File: src/rtl/bec_pkg.sv
// Shared definitions for the binary-Edwards ladder key scheduler.
// Contains the default key width, the scheduler FSM states and the error codes.
package bec_pkg;

  localparam int KEY_W_DEF = 163;

  typedef enum logic [1:0] {
    S_IDLE  = 2'd0,
    S_RUN   = 2'd1,
    S_DRAIN = 2'd2,
    S_ERR   = 2'd3
  } state_e;

  localparam logic [1:0] ERR_NONE  = 2'd0;
  localparam logic [1:0] ERR_EARLY = 2'd1;
  localparam logic [1:0] ERR_EXTRA = 2'd2;
  localparam logic [1:0] ERR_WDOG  = 2'd3;

endpackage

File: src/rtl/bec_key_shreg.sv
// Key shift register: parallel load, MSB-first shift-out with zero fill.
// When load and shift arrive together, the load wins.
module bec_key_shreg
  import bec_pkg::*;
#(
  parameter int KEY_W = KEY_W_DEF
) (
  input  logic             clk,
  input  logic             rst_n,
  input  logic             load,
  input  logic [KEY_W-1:0] key_in,
  input  logic             shift,
  output logic             msb
);

  logic [KEY_W-1:0] sr_q, sr_d;

  // NOTE: sr_d gets its hold value before any branch, so no path leaves it unassigned and no latch is inferred.
  always_comb begin
    sr_d = sr_q;
    if (load) begin
      sr_d = key_in;
    end else if (shift) begin
      sr_d = {sr_q[KEY_W-2:0], 1'b0};
    end
  end

  // NOTE: this register is reset on purpose. A secret key must not survive a reset, so it has to be reloaded afterwards.
  // NOTE: state updates use <= so every flop samples the values from before the edge.
  always_ff @(posedge clk) begin
    if (!rst_n) begin
      sr_q <= '0;
    end else begin
      sr_q <= sr_d;
    end
  end

  assign msb = sr_q[KEY_W-1];

endmodule

File: src/rtl/bec_ladder_sched.sv
// Key-bit scheduler and handshake controller for the sm_bec_v3 ladder core.
// Optional watchdog is enabled by defining BEC_SCHED_WDOG_EN.
module bec_ladder_sched
  import bec_pkg::*;
#(
  parameter int KEY_W       = KEY_W_DEF,
  parameter int CNT_W       = 8,
  parameter int WDOG_CYCLES = 4096
) (
  input  logic             clk,
  input  logic             rst_n,
  input  logic [KEY_W-1:0] key_in,
  input  logic             key_load,
  input  logic             start,
  output logic             busy,
  output logic             done,
  output logic             err,
  output logic [1:0]       err_code,
  output logic [CNT_W-1:0] bit_idx,
  output logic             core_enable,
  output logic             core_ki,
  input  logic             core_next_key,
  input  logic             core_done
);

  state_e           state_q, state_d;
  logic [CNT_W-1:0] bit_idx_q, bit_idx_d;
  logic [1:0]       err_code_q, err_code_d;
  logic             done_q, done_d;
  logic             core_done_q;
  logic             active, done_edge, load_en, shift_en, wdog_hit, key_msb;

  assign active    = (state_q == S_RUN) || (state_q == S_DRAIN);
  assign done_edge = core_done & ~core_done_q;
  assign load_en   = key_load & ~active;
  assign shift_en  = (state_q == S_RUN) & core_next_key;

  bec_key_shreg #(.KEY_W(KEY_W)) u_key_shreg (
    .clk    (clk),
    .rst_n  (rst_n),
    .load   (load_en),
    .key_in (key_in),
    .shift  (shift_en),
    .msb    (key_msb)
  );

`ifdef BEC_SCHED_WDOG_EN
  localparam int WDOG_W = $clog2(WDOG_CYCLES) + 1;
  logic [WDOG_W-1:0] wdog_q, wdog_d;

  // Any sign of core progress restarts the timeout window.
  always_comb begin
    wdog_d = wdog_q + 1'b1;
    if (!active || core_next_key || done_edge) begin
      wdog_d = '0;
    end
  end

  always_ff @(posedge clk) begin
    if (!rst_n) begin
      wdog_q <= '0;
    end else begin
      wdog_q <= wdog_d;
    end
  end

  assign wdog_hit = active && (wdog_q == WDOG_W'(WDOG_CYCLES - 1));
`else
  assign wdog_hit = 1'b0;
`endif

  always_comb begin
    state_d    = state_q;
    bit_idx_d  = bit_idx_q;
    err_code_d = err_code_q;
    done_d     = 1'b0;
    case (state_q)
      S_IDLE, S_ERR: begin
        if (start) begin
          state_d    = S_RUN;
          bit_idx_d  = CNT_W'(KEY_W);
          err_code_d = ERR_NONE;
        end
      end
      S_RUN: begin
        // bit_idx is never zero here, so any completion edge is premature.
        if (done_edge) begin
          state_d    = S_ERR;
          err_code_d = ERR_EARLY;
        end else if (core_next_key) begin
          bit_idx_d = bit_idx_q - 1'b1;
          if (bit_idx_q == CNT_W'(1)) begin
            state_d = S_DRAIN;
          end
        end else if (wdog_hit) begin
          state_d    = S_ERR;
          err_code_d = ERR_WDOG;
        end
      end
      S_DRAIN: begin
        if (core_next_key) begin
          state_d    = S_ERR;
          err_code_d = ERR_EXTRA;
        end else if (done_edge) begin
          state_d = S_IDLE;
          done_d  = 1'b1;
        end else if (wdog_hit) begin
          state_d    = S_ERR;
          err_code_d = ERR_WDOG;
        end
      end
      default: state_d = S_IDLE;
    endcase
  end

  always_ff @(posedge clk) begin
    if (!rst_n) begin
      state_q     <= S_IDLE;
      bit_idx_q   <= '0;
      err_code_q  <= ERR_NONE;
      done_q      <= 1'b0;
      core_done_q <= 1'b0;
    end else begin
      state_q     <= state_d;
      bit_idx_q   <= bit_idx_d;
      err_code_q  <= err_code_d;
      done_q      <= done_d;
      core_done_q <= core_done;
    end
  end

  assign busy        = active;
  assign core_enable = active;
  assign core_ki     = active & key_msb;
  assign done        = done_q;
  assign err         = (state_q == S_ERR);
  assign err_code    = err_code_q;
  assign bit_idx     = bit_idx_q;

endmodule

File: config.mk
export PLATFORM = sky130hd
export DESIGN_NAME = bec_ladder_sched
export DESIGN_NICKNAME = d
export VERILOG_FILES = /design/src/rtl/bec_pkg.sv /design/src/rtl/bec_key_shreg.sv /design/src/rtl/bec_ladder_sched.sv
export SDC_FILE = /design/constraint.sdc
export NUM_CORES = 1
export LEC_CHECK = 0
export CAP_MARGIN = 25
export CORE_ASPECT_RATIO = 0.8
export CORE_UTILIZATION = 25
export CTS_CLUSTER_DIAMETER = 80
export DETAILED_ROUTE_END_ITERATION = 8
export PLACE_DENSITY_LB_ADDON = 0.05
export SKIP_CTS_REPAIR_TIMING = 1
export SYNTH_ARGS = -nofsm -noshare
export SYNTH_HDL_FRONTEND = slang
export SYNTH_SLANG_ARGS = --single-unit
File: constraint.sdc
create_clock -name clk -period 2.3 [get_ports clk]
set_clock_uncertainty 0.1 [all_clocks]
set_input_delay 0.575 -clock clk [delete_from_list [all_inputs] [get_ports clk]]
set_output_delay 0.575 -clock clk [all_outputs]
set_load 0.05 [all_outputs]
==> summary.md <==
| Metric | Value |
|---|---|
| Status | completed |
| Unrepaired setup endpoints after global routing | no |
| Max Fclk | 449.3 MHz |
| Clk slew on worst S/H paths | 0.07 ns |
| Crit-path max FO | 6 |
| Hold depth | 2 |
| Initial antenna violation count | 0 |
| Placer Congestion | 0.7272 |
| Core ar. | 0.03135 mm2 |
| Port bufs | 183 |
| Fin nets | 1325 |
| Final routed DRC violation total | 0 |
| ANT cells | 0 |
| Worst setup SP type | flop |
| CTS tree | done |
| Pre-CTS setup slack | -0.1378 ns |
| CP Data Required Time | 1.62 ns |
| Syn_nets | 1191 |
| H-Tree Depth | 4 |
| Worst rel slew slack | 49.19% |
| All-Layer GR Usage | 16.00% |
| Wire length after detailed routing | 25.54 mm |
| Gr ovfl total | 0 |
| Vias per cell | 5.009 |
| Tcrit/Tclk final | 96.78% |
| Die H | 161.5 um |
| Fin cells | 1581 |
| WHS Endpoint | u_key_shreg.sr_q[159]$_SDFFE_PN0P_ |
| Lkg Pwr | 0.003871 uW |
| Post-synth ARST share | 0% |
| Setup-failing EPs final | 0 |
| 1st-pass router iterations | 5 |
| Pin count of the biggest net entering global routing | 144 |
| Initial Util | 25.36% |
| Max Root-Sink Buffers | 2 |
| Worst R2R Path Depth | 4 |
| Most used flip-flop cell after synthesis | dfxtp_1 |
| Final worst path period need | 2.226 ns |
| Sequential element share of the synthesized area | 44.56% |
| Finished Cell Area | 0.01110 mm2 |
| Max IR drop VDD | 0.6881 mV |
| FP Rows | 58 |
| HP Start | u_key_shreg.sr_q[159]$_SDFFE_PN0P_ |
| WP data arrival | 1.55 ns |
| Area after DPL | 0.01051 mm2 |
| Yosys warns | 0 |
| IO Count | 184 |
| Layout cells sized above 1 | 9.561% |
| Die area | 0.03253 mm2 |
| Starting DRT DRC Count | 473 |
| Post-Synthesis Cells | 1016 |
| Most frequent cells in the layout | dfxtp_1 (175), clkdlybuf4s50_1 (167), nand2_1 (165), nor2_1 (165), nand3_1 (164) |
| Most common cell after layout, fill and taps aside | dfxtp_1 |
| Post-synth EDFFs | 0 |
| Synthesized area | 0.007951 mm2 |
| Hold Fails Final Rpt | 0 |
| P per Cell Area | 1129 mW/mm2 |
| Number of synthesized register bits | 177 |
| Reg2reg start | bit_idx[2]$_SDFFE_PN0P_ |
| HP Class | flop to flop |
| Filler cells | 3326 |
| Placed Instances | 1551 |
| Crit end category | output port |
| Setup CP Type | flop to output port |
| Worst-Margin Slew | 0.7621 ns |
| Slew Limit Fails | 0 |
| R2R setup slack | 0.16 ns |
| Antenna-violating nets left | 0 |
| Avg Cell Area, Syn | 7.826 um2 |
| Max Cap Viol | 0 |
| Post-DP HPWL | 15.80 mm |
| CTS Sinks | 177 |
| Synth-to-Final Area Change | 39.59% |
| Cts bufs inserted | 17 |
| Setup ws final | 0.07414 ns |
| Root buf cell | clkbuf_16 |
| Vias in the first global route | 7734 |
| Reg2reg end | state_q[0]$_SDFFE_PN0P_ |
| Post-synthesis cell type count | 34 |
| Die W | 201.4 um |
| First-pass GRT wire length | 41.97 mm |
| Vias | 7919 |
| Routed WL per cell | 16.15 um |
| Clock Latency Late Sink | 0.44 ns |
-- logic make-up (layout without fill, tap and decap cells) --
group / after synthesis / count (layout) / synth area share [%]
AND/OR/NAND/NOR: 525 / 525 / 28.56
buffers and inverters: 120 / 265 / 5.728
flip-flops: 177 / 177 / 44.56
multiplexers: 2 / 2 / 0.2518
adder cells (fa/ha/maj): 6 / 6 / 0.9441
AO/OA/AOI/OAI: 186 / 186 / 19.95
-- synthesized netlist by cell type, drive strengths merged (4+ instances only) --
cell type  count  area, um2
a311oi       164       1443
ha             6      75.07
inv            7      26.28
nand2        167      626.9
or4            8      70.07
nand3        164      820.8
o31ai          4      30.03
nor2         165      619.3
nand2b         5      31.28
clkbuf       103      386.6
or3            5      33.78
dfxtp        177       3543
a21oi          8      40.04
buf           10      42.54
-- per-layer routing --
layer | GRT usage (%) | routed length [um]
met5 | 0 | 0
met4 | 3.857 | 258
met3 | 4.157 | 1024
met2 | 23.51 | 11300
met1 | 23.06 | 12960
-- registers in the layout (all words and copies together), names as in the netlist --
| signal | flops |
|---|---|
| state_q | 2 |
| done | 1 |
| bit_idx | 8 |
| u_key_shreg.sr_q | 163 |
| core_done_q | 1 |
| err_code | 2 |
-- worst max-delay path by stage --
stage	cells past startpoint	end	slack, ns	start
detailed placement	5	bit_idx[3]$_SDFFE_PN0P_	-0.14	start
floorplan	4	state_q[0]$_SDFFE_PN0P_	0.02	bit_idx[2]$_SDFFE_PN0P_
CTS	5	core_ki	-0.20	state_q[0]$_SDFFE_PN0P_
finish	5	core_ki	0.07	state_q[0]$_SDFFE_PN0P_
global placement	5	bit_idx[3]$_SDFFE_PN0P_	-0.13	start
global route	5	core_ki	0.008	state_q[0]$_SDFFE_PN0P_
-- per-stage QoR --
| step | hold slack [ns] | power, uW | TNS (ns) | utilization (%) |
|---|---|---|---|---|
| CTS | 0.3843 | 12690 | -0.4132 | 35.34 |
| global route | 0.4004 | 13460 | 0 | 35.40 |
| floorplan | 0.3485 | 7635 | 0 | - |
| global placement | 0.3703 | 9696 | -0.1649 | 33.52 |
| finish | 0.3844 | 12530 | 0 | 35.40 |
| detailed placement | 0.3697 | 9673 | -0.1892 | 33.52 |
-- critical path: stages, from the launching register on --
cell and delay (ns):
dfxtp_2 0.34, inv_2 0.05, ha_4 0.25, buf_4 0.18, nor2b_4 0.14, buf_12 0.14
-- area by class of cell --
class / instances / area, um2 / area share [%]
Multi-Input combinational cell: 719 / 4006 / 36.10
Sequential cell: 177 / 3546 / 31.95
Timing Repair Buffer: 228 / 2421 / 21.81
Tap cell: 420 / 525.5 / 4.735
Clock buffer: 21 / 460.4 / 4.148
Clock inverter: 9 / 108.9 / 0.9807
Inverter: 7 / 31.28 / 0.2818
-- where the power goes --
group / switching [uW] / total, uW / internal (uW)
registers: 488 / 4480 / 3990
clock network: 1280 / 2930 / 1650
logic: 3010 / 5110 / 2100
Power figures use the tool's default switching activity.
